$ cat config.mk
export PLATFORM = sky130hd
export DESIGN_NAME = slp_weight_seq_flat
export DESIGN_NICKNAME = d
export VERILOG_FILES = /design/src/rtl/slp_pkg.sv /design/src/rtl/slp_weight_seq_if.sv /design/src/rtl/slp_fx_mulsat.sv /design/src/rtl/slp_weight_seq.sv /design/src/flat_wrapper.sv
export SDC_FILE = /design/constraint.sdc
export NUM_CORES = 1
export LEC_CHECK = 0
export CORE_UTILIZATION = 45
export DETAILED_ROUTE_END_ITERATION = 8
export PLACE_DENSITY = 0.67
export SLEW_MARGIN = 30
export SYNTH_ARGS = -nofsm -noshare
export SYNTH_HDL_FRONTEND = slang
export SYNTH_SLANG_ARGS = --single-unit
$ cat constraint.sdc
create_clock -name clk -period 13.89 [get_ports clk]
set_input_delay 4.167 -clock clk [delete_from_list [all_inputs] [get_ports clk]]
set_output_delay 4.167 -clock clk [all_outputs]
set_load 0.03 [all_outputs]
$ cat src/rtl/slp_pkg.sv
// slp_pkg
// Shared definitions for the single-layer-perceptron weight-update engine:
//   - state_t      : sequencer FSM states
//   - frac_bits()  : fractional bit count of a two's complement fixed-point format
//   - MODE_*       : learning-rule encodings carried on the `mode` input
package slp_pkg;

  typedef enum logic [1:0] {
    IDLE  = 2'd0,
    RUN   = 2'd1,
    DRAIN = 2'd2,
    DONE  = 2'd3
  } state_t;

  localparam logic MODE_PERCEP  = 1'b0;
  localparam logic MODE_ADALINE = 1'b1;

  // One bit is the sign and `exp` bits are integer bits; the rest are fraction.
  function automatic int frac_bits(input int prec, input int exp);
    return prec - 1 - exp;
  endfunction

endpackage

$ cat src/rtl/slp_weight_seq_if.sv
// slp_weight_seq_if
// Bundles the control, load and weight-file signals of slp_weight_seq.
//   master : the controller side (drives start/mode/rate/error/in_data and the load port)
//   slave  : the engine side (drives busy/done/sat/weights)
// Signals:
//   start, mode, rate, error, in_data : update-pass request and its operands
//   w_we, w_idx, w_wdata              : single-weight load port
//   busy, done, sat, weights          : pass status and the packed weight file
interface slp_weight_seq_if #(
  parameter int N_IN   = 8,
  parameter int I_PREC = 8,
  parameter int R_PREC = 8,
  parameter int W_PREC = 16,
  parameter int F_PREC = 8
);
  localparam int IDX_W = $clog2(N_IN);

  logic                     start;
  logic                     mode;
  logic [R_PREC-1:0]        rate;
  logic [F_PREC-1:0]        error;
  logic [N_IN*I_PREC-1:0]   in_data;
  logic                     w_we;
  logic [IDX_W-1:0]         w_idx;
  logic [W_PREC-1:0]        w_wdata;
  logic                     busy;
  logic                     done;
  logic                     sat;
  logic [N_IN*W_PREC-1:0]   weights;

  modport master (
    output start, mode, rate, error, in_data, w_we, w_idx, w_wdata,
    input  busy, done, sat, weights
  );

  modport slave (
    input  start, mode, rate, error, in_data, w_we, w_idx, w_wdata,
    output busy, done, sat, weights
  );

endinterface

$ cat src/rtl/slp_fx_mulsat.sv
// slp_fx_mulsat
// Combinational signed fixed-point multiply, realign and saturate.
//   a   : A_PREC-bit operand with A_FRAC fractional bits
//   b   : B_PREC-bit operand with B_FRAC fractional bits
//   y   : product realigned to O_FRAC fractional bits, clamped to O_PREC bits
//   sat : high when the clamp was applied
// Dropping fractional bits uses an arithmetic right shift, so rounding is floor.
module slp_fx_mulsat #(
  parameter int A_PREC = 8,
  parameter int A_FRAC = 4,
  parameter int B_PREC = 8,
  parameter int B_FRAC = 4,
  parameter int O_PREC = 16,
  parameter int O_FRAC = 11
) (
  input  logic signed [A_PREC-1:0] a,
  input  logic signed [B_PREC-1:0] b,
  output logic signed [O_PREC-1:0] y,
  output logic                     sat
);

  localparam int P_PREC = A_PREC + B_PREC;
  localparam int P_FRAC = A_FRAC + B_FRAC;
  localparam int L_SH   = (O_FRAC > P_FRAC) ? (O_FRAC - P_FRAC) : 0;
  localparam int R_SH   = (P_FRAC > O_FRAC) ? (P_FRAC - O_FRAC) : 0;
  localparam int X_PREC = P_PREC + L_SH;

  localparam logic signed [O_PREC-1:0] O_MAX = {1'b0, {(O_PREC-1){1'b1}}};
  localparam logic signed [O_PREC-1:0] O_MIN = {1'b1, {(O_PREC-1){1'b0}}};

  logic signed [P_PREC-1:0] prod;
  logic signed [X_PREC-1:0] aligned;

  assign prod = P_PREC'(a) * P_PREC'(b);

  // At most one of the two shifts is non-zero; the left shift widens the
  // word so no product bits are lost before the range check.
  assign aligned = (X_PREC'(prod) <<< L_SH) >>> R_SH;

  generate
    if (X_PREC > O_PREC) begin : g_clamp
      // The value fits only if every bit above the output sign bit equals it.
      logic [X_PREC-O_PREC:0] head;
      assign head = aligned[X_PREC-1:O_PREC-1];

      always_comb begin
        sat = 1'b0;
        y   = aligned[O_PREC-1:0];
        if (!((&head) || !(|head))) begin
          sat = 1'b1;
          y   = aligned[X_PREC-1] ? O_MIN : O_MAX;
        end
      end
    end else begin : g_fit
      assign y   = O_PREC'(aligned);
      assign sat = 1'b0;
    end
  endgenerate

endmodule

$ cat src/rtl/slp_weight_seq.sv
// slp_weight_seq
// Sequential weight-update engine for the single-layer perceptron. One start
// applies a learning step to all N_IN weights, one channel per cycle, through
// a two-stage pipeline (delta register, then saturating accumulate).
//   clk, reset_ : clock and asynchronous active-low reset
//   bus         : slp_weight_seq_if slave port
//                 start/mode/rate/error/in_data sampled when start is accepted
//                 w_we/w_idx/w_wdata load a single weight while idle
//                 busy/done/sat status, weights = packed registered weight file
module slp_weight_seq
  import slp_pkg::*;
#(
  parameter int N_IN   = 8,
  parameter int I_PREC = 8,
  parameter int I_EXP  = 3,
  parameter int R_PREC = 8,
  parameter int R_EXP  = 0,
  parameter int W_PREC = 16,
  parameter int W_EXP  = 4,
  parameter int F_PREC = 8,
  parameter int F_EXP  = 3
) (
  input logic           clk,
  input logic           reset_,
  slp_weight_seq_if.slave bus
);

  localparam int IDX_W   = $clog2(N_IN);
  localparam int I_FRAC  = frac_bits(I_PREC, I_EXP);
  localparam int R_FRAC  = frac_bits(R_PREC, R_EXP);
  localparam int W_FRAC  = frac_bits(W_PREC, W_EXP);
  localparam int F_FRAC  = frac_bits(F_PREC, F_EXP);
  localparam int P1_PREC = I_PREC + F_PREC;
  localparam int P1_FRAC = I_FRAC + F_FRAC;
  localparam int RB      = R_PREC + 1;

  // Unity in the widened rate format; lets Perceptron share the rate multiplier.
  localparam logic signed [RB-1:0]     RATE_ONE = RB'(1) << R_FRAC;
  localparam logic signed [W_PREC-1:0] W_MAX    = {1'b0, {(W_PREC-1){1'b1}}};
  localparam logic signed [W_PREC-1:0] W_MIN    = {1'b1, {(W_PREC-1){1'b0}}};

  state_t                    state;
  state_t                    state_nxt;
  logic [IDX_W-1:0]          idx;

  logic                      mode_q;
  logic signed [R_PREC-1:0]  rate_q;
  logic signed [F_PREC-1:0]  error_q;
  logic [N_IN*I_PREC-1:0]    in_q;

  logic signed [W_PREC-1:0]  weight_q [N_IN];
  logic                      sat_q;

  logic                      s1_valid;
  logic [IDX_W-1:0]          s1_idx;
  logic signed [W_PREC-1:0]  delta_q;

  logic                      start_ok;
  logic                      load_ok;
  logic                      issue;

  logic signed [I_PREC-1:0]  in_sel;
  logic signed [P1_PREC-1:0] p1;
  logic signed [RB-1:0]      rate_eff;
  logic signed [W_PREC-1:0]  delta_c;
  logic                      sat_m1;
  logic                      sat_m2;

  logic signed [W_PREC-1:0]  w_cur;
  logic signed [W_PREC:0]    sum_full;
  logic signed [W_PREC-1:0]  sum_sat;
  logic                      sat_add;

  assign start_ok = (state == IDLE) && bus.start;
  // Loads are only taken in IDLE, which also keeps them clear of stage-2 writes.
  assign load_ok  = (state == IDLE) && bus.w_we && (32'(bus.w_idx) < N_IN);
  assign issue    = (state == RUN);

  always_comb begin
    state_nxt = state;
    case (state)
      IDLE:    if (bus.start) state_nxt = RUN;
      RUN:     if (idx == IDX_W'(N_IN - 1)) state_nxt = DRAIN;
      DRAIN:   state_nxt = DONE;
      DONE:    state_nxt = IDLE;
      default: state_nxt = IDLE;
    endcase
  end

  always_ff @(posedge clk or negedge reset_) begin
    if (!reset_) begin
      state   <= IDLE;
      idx     <= '0;
      mode_q  <= MODE_PERCEP;
      rate_q  <= '0;
      error_q <= '0;
      in_q    <= '0;
    end else begin
      state <= state_nxt;
      if (start_ok) begin
        idx     <= '0;
        mode_q  <= bus.mode;
        rate_q  <= bus.rate;
        error_q <= bus.error;
        in_q    <= bus.in_data;
      end else if (issue) begin
        idx <= idx + IDX_W'(1);
      end
    end
  end

  // Stage 1: in*error at full precision, then scaled by rate (or unity) and
  // realigned/clamped to the weight format.
  assign in_sel   = in_q[int'(idx)*I_PREC +: I_PREC];
  assign rate_eff = (mode_q == MODE_ADALINE) ? {rate_q[R_PREC-1], rate_q} : RATE_ONE;

  slp_fx_mulsat #(
    .A_PREC(I_PREC),  .A_FRAC(I_FRAC),
    .B_PREC(F_PREC),  .B_FRAC(F_FRAC),
    .O_PREC(P1_PREC), .O_FRAC(P1_FRAC)
  ) u_mul_err (
    .a   (in_sel),
    .b   (error_q),
    .y   (p1),
    .sat (sat_m1)
  );

  slp_fx_mulsat #(
    .A_PREC(P1_PREC), .A_FRAC(P1_FRAC),
    .B_PREC(RB),      .B_FRAC(R_FRAC),
    .O_PREC(W_PREC),  .O_FRAC(W_FRAC)
  ) u_mul_rate (
    .a   (p1),
    .b   (rate_eff),
    .y   (delta_c),
    .sat (sat_m2)
  );

  always_ff @(posedge clk or negedge reset_) begin
    if (!reset_) begin
      s1_valid <= 1'b0;
      s1_idx   <= '0;
      delta_q  <= '0;
    end else begin
      s1_valid <= issue;
      s1_idx   <= idx;
      delta_q  <= delta_c;
    end
  end

  // Stage 2: saturating accumulate; overflow shows as disagreeing top two bits.
  assign w_cur    = weight_q[s1_idx];
  assign sum_full = {w_cur[W_PREC-1], w_cur} + {delta_q[W_PREC-1], delta_q};

  always_comb begin
    sat_add = (sum_full[W_PREC] != sum_full[W_PREC-1]);
    sum_sat = sum_full[W_PREC-1:0];
    if (sat_add) sum_sat = sum_full[W_PREC] ? W_MIN : W_MAX;
  end

  always_ff @(posedge clk or negedge reset_) begin
    if (!reset_) begin
      for (int i = 0; i < N_IN; i++) weight_q[i] <= '0;
      sat_q <= 1'b0;
    end else begin
      if (load_ok)  weight_q[bus.w_idx] <= bus.w_wdata;
      if (s1_valid) weight_q[s1_idx]    <= sum_sat;
      if (start_ok)
        sat_q <= 1'b0;
      else if ((issue && (sat_m1 || sat_m2)) || (s1_valid && sat_add))
        sat_q <= 1'b1;
    end
  end

  always_comb begin
    bus.weights = '0;
    for (int i = 0; i < N_IN; i++) bus.weights[i*W_PREC +: W_PREC] = weight_q[i];
  end

  assign bus.busy = (state == RUN) || (state == DRAIN);
  assign bus.done = (state == DONE);
  assign bus.sat  = sat_q;

endmodule

$ cat src/flat_wrapper.sv
// flat-port wrapper written by rule: the top's interface ports become plain ports
module slp_weight_seq_flat import slp_pkg::*;
#(
  parameter int N_IN   = 8,
  parameter int I_PREC = 8,
  parameter int I_EXP  = 3,
  parameter int R_PREC = 8,
  parameter int R_EXP  = 0,
  parameter int W_PREC = 16,
  parameter int W_EXP  = 4,
  parameter int F_PREC = 8,
  parameter int F_EXP  = 3
)
  (clk, reset_, bus_start, bus_mode, bus_rate, bus_error, bus_in_data, bus_w_we, bus_w_idx, bus_w_wdata, bus_busy, bus_done, bus_sat, bus_weights);
  slp_weight_seq_if #(.N_IN(N_IN), .I_PREC(I_PREC), .R_PREC(R_PREC), .W_PREC(W_PREC), .F_PREC(F_PREC)) bus_i ();
  input logic clk;
  input logic reset_;
  input wire logic [$bits(bus_i.start)-1:0] bus_start;
  input wire logic [$bits(bus_i.mode)-1:0] bus_mode;
  input wire logic [$bits(bus_i.rate)-1:0] bus_rate;
  input wire logic [$bits(bus_i.error)-1:0] bus_error;
  input wire logic [$bits(bus_i.in_data)-1:0] bus_in_data;
  input wire logic [$bits(bus_i.w_we)-1:0] bus_w_we;
  input wire logic [$bits(bus_i.w_idx)-1:0] bus_w_idx;
  input wire logic [$bits(bus_i.w_wdata)-1:0] bus_w_wdata;
  output wire logic [$bits(bus_i.busy)-1:0] bus_busy;
  output wire logic [$bits(bus_i.done)-1:0] bus_done;
  output wire logic [$bits(bus_i.sat)-1:0] bus_sat;
  output wire logic [$bits(bus_i.weights)-1:0] bus_weights;
  assign bus_i.start = bus_start;
  assign bus_i.mode = bus_mode;
  assign bus_i.rate = bus_rate;
  assign bus_i.error = bus_error;
  assign bus_i.in_data = bus_in_data;
  assign bus_i.w_we = bus_w_we;
  assign bus_i.w_idx = bus_w_idx;
  assign bus_i.w_wdata = bus_w_wdata;
  assign bus_busy = bus_i.busy;
  assign bus_done = bus_i.done;
  assign bus_sat = bus_i.sat;
  assign bus_weights = bus_i.weights;
  slp_weight_seq #(.N_IN(N_IN), .I_PREC(I_PREC), .I_EXP(I_EXP), .R_PREC(R_PREC), .R_EXP(R_EXP), .W_PREC(W_PREC), .W_EXP(W_EXP), .F_PREC(F_PREC), .F_EXP(F_EXP)) u_core (.clk(clk), .reset_(reset_), .bus(bus_i));
endmodule
=== Yosys cells after proc, flatten, opt, wreduce, memory -nomap -nowiden ===
Cells that the tools add are included.
Widths: inputs -> output; s select.

* Shift operators: 1
* Eq/ne operators: 7
* Mux-type cells: 24
* Reduce and logical (&&, ||, !) cells: 16
* Bitwise gates (word level): 2
* $mul: 2
* $add $sub $neg: 2
* Order comparisons: 4

{| class="wikitable"
|+ Operator list
! cell !! count
|-
| $bwmux 128 || 2
|-
| $mux 128 || 2
|-
| $mux 16 || 8
|-
| $demux 16 s3 || 2
|-
| $shiftx 64x7->8 || 1
|-
| $bmux 16 s3 || 1
|-
| $mul 16x9->25 || 1
|-
| $add 16x16->17 || 1
|-
| $mul 8x8->16 || 1
|-
| $mux 9 || 1
|-
| $ge 4x4->1 const B || 2
|-
| $lt 4x1->1 const B || 2
|-
| $not 3->4 || 2
|-
| $pmux 2 s4 || 1
|-
| $logic_and 1x1->1 || 6
|-
| $mux 3 || 2
|-
| $reduce_and 6->1 || 1
|-
| $reduce_or 6->1 || 1
|-
| $eq 2x2->1 const B || 2
|-
| $mux 2 || 2
|-
| $ne 2x2->1 const B || 2
|-
| $reduce_bool 2->1 || 2
|-
| $add 3x1->3 const B || 1
|-
| $eq 3x3->1 const B || 1
|-
| other kinds (7) || 11
|}

* Output and inout bits: 131
* Register bits: 235
* Logic and storage cells: 76
* Input port bits: 104

=== Logic depth before layout (Yosys ltp) ===
* Depth after elaboration: 11
* Gate-level depth with buffers: 43
* Depth with buffers taken out: 39

=== Hierarchy ===
Synthesis repeated with hierarchy kept, for this count alone.

* Cell total of the unflattened synthesis: 1909
* Area, all modules: 19695.1 µm²

{| class="wikitable"
|+ Modules (own cells, without submodules)
! module !! cells an instance !! seq. area each (µm²) !! area each (µm²) !! times used
|-
| slp_weight_seq || 1055 || 5880.6 || 12082.8 || 1
|-
| slp_fx_mulsat at u_core.u_mul_rate || 563 || 0.0 || 5068.6 || 1
|-
| slp_fx_mulsat at u_core.u_mul_err || 291 || 0.0 || 2543.7 || 1
|}

=== Worst setup path before layout ===
OpenSTA, ideal clock, no wires.

* Kind: register -> register
* Start: register u_core.idx[0]
* End: register u_core.delta_q[12]
* Arrival: 11.312 ns
* Slack: 2.459 ns
* Period minus slack after synthesis: 11.431 ns
* Buffers on the path: 3
* Data required time: 13.771 ns
* Cell stages (with the launch flop): 39
* Setup time: 0.119 ns
* Cells stage by stage: dfrtp_1 > clkbuf_1 > clkbuf_1 > mux4_2 > mux2i_1 > nor2b_1 > fa_1 > inv_1 > fa_1 > inv_1 > fa_1 > inv_1 > fa_1 > inv_1 > ha_1 > a21oi_1 > o21bai_1 > a21oi_1 > [3 not listed] > a21oi_1 > xor2_1 > nor2_1 > fa_1 > fa_1 > fa_1 > fa_1 > ha_1 > ha_1 > a2111oi_0 > nand3_1 > a22o_1 > or4b_1 > and3_1 > nor3_1 > a21boi_4 > buf_6 > o21a_1

* Longest elaborated chain between the ends: 7
* Elaborated cells between the ends (all ways): 9
* Classes of those cells: 2 x mul; 1 x shift; 2 x mux; 4 x reduce/logical

{| class="wikitable"
|+ RTL lines
! what !! RTL line !! text
|-
| start, declared || slp_weight_seq.sv:44 || <nowiki>logic [IDX_W-1:0] idx;</nowiki>
|-
| start signal, assigned || slp_weight_seq.sv:107 || <nowiki>idx <= idx + IDX_W'(1);</nowiki>
|-
| $shiftx 64x7->8 * || slp_weight_seq.sv:114 || <nowiki>assign in_sel = in_q[int'(idx)*I_PREC +: I_PREC];</nowiki>
|-
| $mul 8x8->16 * || slp_fx_mulsat.sv:34 || <nowiki>assign prod = P_PREC'(a) * P_PREC'(b);</nowiki>
|-
| $mul 16x9->25 * || slp_fx_mulsat.sv:34 ||
|-
| $reduce_or 6->1 || slp_fx_mulsat.sv:49 || <nowiki>if (!((&head) || !(|head))) begin</nowiki>
|-
| $logic_not 1->1 || slp_fx_mulsat.sv:49 ||
|-
| $logic_or 1x1->1 || slp_fx_mulsat.sv:49 ||
|-
| $mux 16 * || slp_fx_mulsat.sv:49 ||
|-
| named net u_core.delta_c[12] || slp_weight_seq.sv:65 || <nowiki>logic signed [W_PREC-1:0] delta_c;</nowiki>
|-
| end signal, assigned || slp_weight_seq.sv:147 || <nowiki>delta_q <= delta_c;</nowiki>
|-
| end, declared || slp_weight_seq.sv:56 || <nowiki>logic signed [W_PREC-1:0] delta_q;</nowiki>
|}

The timed path passes the listed nets; every way through them passes the cells marked *.
A chain may end at the register's enable or synchronous reset.

=== Worst setup path after layout ===
* Start: register u_core.idx[0]
* End: register u_core.delta_q[14]

Same word-level chain as after synthesis.

==> reports/results.ini <==
[outcome]
outcome = completed

[timing]
rsz0062_at_grt = no
maxSlewHeadroom = 0.354
fmaxAchievable_mhz = 83.2
min_period_ns = 12.02
slew_viol_final = 0
hold_viol_final = 0
fin_setup_tns_ns = 0
period_share = 0.865
setup_viol = 0
fin_skew_ns = 0.0108
worst_pin_slew_ns = 0.968

[cells_and_area]
drive_above_1_share = 0.104
diodes = 0
final_common_cell = dfrtp_1
area_delta_synth_final_pct = 20.2
most-common-layout-cells = 235 x dfrtp_1, 233 x clkdlybuf4s50_1, 204 x nor2_1
finalNetCount = 2493

[placed_design]
numPortBuffers = 234
place_hpwl_mm = 41.9
place_congestion = 0.922

[synthesis]
synth.area.top_cells = dfrtp_1 30%, fa_1 17%, ha_1 6.9%
syn_nets = 2302
synth_compound_area_frac = 0.106
synthFlopType = dfrtp_1
ys_ff_latch = 235
muxShareOfSynthArea = 0.137
yosysSeqAreaShare = 0.301
synth_top_family_by_area = adder cells
ys_types = 65
yosys.area.top_type = dfrtp_1
synth_xor_xnor_area_share = 0.0355
synth.avg_cell_area_sq_um = 10.2
synth_edf_count = 0
syn_area_sq_um = 19500
synthSimpleGateAreaFrac = 0.113
yosys.area_share.adder = 0.250
netlist_instances = 1921
synth-async-reset-ratio = 1.00
yosys.area.top_type_share = 0.301
yosysWarnings = 0

[routing]
drt-pass1-iter-count = 6
via_count = 15000
viasPerCell = 5.54
wl_per_cell_microns = 20.5
ant_nets = 0
drc_errors = 0
drt_iter0_markers = 947
routed_wl_mm = 55.6

[clocking]
cts_tree = built
cts_resized = 0
root_buffer = clkbuf_16
holdBufCountCts = 0
path_clk_slew_ns = 0.06
insertion_delay_ns = 0.56
clk_path_buf_depth = 3
clock-sinks = 235
numCtsBuffers = 28
post-cts-setup-buffers = 0
cts_max_level = 1

[global_routing]
track_usage = 0.254
grt_remaining_overflow = 0
antenna_found_initial = 1
grt_pass1_vias = 15500
grt_max_degree = 111
grt_pass1_wl_mm = 87.6

[die]
die_h_microns = 210
die_area_sq_um = 44200
die_width_microns = 210
start_util = 0.461
rows = 75
core_area_sq_um = 42300
pin_count = 235

[setup_path]
cp.buffers_inverters = 3
crit_required_ns = 14.33
crit_path_start = u_core.idx[0]$_DFFE_PN0P_
crit_top_cell = fa_1
critPathMaxStageDelay_ns = 0.66
slowest_stage = dfrtp_1
cp_max_fo = 15
worstPathArrival_ns = 12.46
worst_path_dominant_cell_family = adder cells
crit_type = register to register
setup.worst_path.end_class = register
start_kind = register
reg2reg_from = u_core.idx[0]$_DFFE_PN0P_

[job]
drv_cap = 0

[hold_path]
hold_path_class = register to register
min-delay-start = u_core.in_q[1]$_DFFE_PN0P_

-- logic make-up (layout without fill, tap and decap cells) --
kind of cell,count (synthesis),after routing
xor+xnor,67,67
fa+ha+maj,292,292
buf+inv,285,498
compound gates,328,328
simple gates,478,478
mux,236,236
flops,235,235
-- area by class of cell --
| cell class | instances | area [sq um] |
|---|---|---|
| tap | 577 | 722 |
| clock inverter | 17 | 199 |
| fill | 3726 | 18900 |
| inverter | 184 | 692 |
| timing repair buffer | 262 | 2570 |
| multi-input combinational | 1401 | 12600 |
| sequential | 235 | 5880 |
| clock buffer | 35 | 778 |
-- registers in the layout, summed over array words and instances (netlist names) --
| register | cells |
|---|---|
| u_core.bus.sat | 1 |
| u_core.delta_q | 16 |
| u_core.idx | 3 |
| u_core.rate_q | 8 |
| u_core.s1_valid | 1 |
| u_core.s1_idx | 3 |
| u_core.bus.weights | 128 |
| u_core.state | 2 |
| u_core.mode_q | 1 |
| u_core.in_q | 64 |
| u_core.error_q | 8 |
-- path summary, 6_finish.rpt --
path | end | slack [ns] | depth (start not counted)
worst max-delay path | u_core.delta_q[14]$_DFF_PN0_ | 1.87 | 36
worst min-delay path | u_core.in_q[1]$_DFFE_PN0P_ | 0.50 | 1
worst max register to register | u_core.delta_q[14]$_DFF_PN0_ | 1.87 | 36
worst min register to register | u_core.in_q[1]$_DFFE_PN0P_ | 0.50 | 1
max in group asynchronous | u_core.error_q[7]$_DFFE_PN0P_ | 8.32 | 3
min in group asynchronous | u_core.bus.weights[59]$_DFF_PN0_ | 3.70 | 1
-- cells in the mapped netlist, drive strengths merged (18+ instances only) --
master,instances
clkbuf,76
nor2,211
mux2,92
buf,25
and3,18
inv,183
and2,18
nor2b,36
nand2b,30
o21ai,30
ha,108
dfrtp,235
a21oi,149
mux2i,128
a22oi,64
xnor2,50
o21a,30
nand2,108
fa,169
-- stage by stage --
stage | setup slack (ns) | cells | hold WS (ns) | area [sq um] | util
6_report | 1.87 | 2711 | 0.504 | 23400 | 0.554
5_1_grt | 1.12 | 2711 | 0.520 | 23400 | 0.554
4_1_cts | 1.70 | 2711 | 0.507 | 23400 | 0.554
3_5_place_dp | 1.73 | 2659 | 0.492 | 22500 | 0.531
3_3_place_gp | 2.08 | 2658 | 0.486 | 22400 | 0.530
2_1_floorplan | 2.46 | 1921 | 0.376 | 19500 | -
-- per-layer routing --
layer | share of wire | routed length, microns | vias to the layer above | global-route usage
met5 | 0.00020 | 11 | - | 0
met4 | 0.032 | 1790 | 2 | 0.0770
met3 | 0.068 | 3780 | 126 | 0.0447
met2 | 0.49 | 27100 | 547 | 0.434
met1 | 0.41 | 23000 | 7496 | 0.330
li1 | - | - | 6861 | -
Power is left out: the tool's default activity adds up to more than one toggle a clock period on the data nets, which glitch-free logic cannot reach.
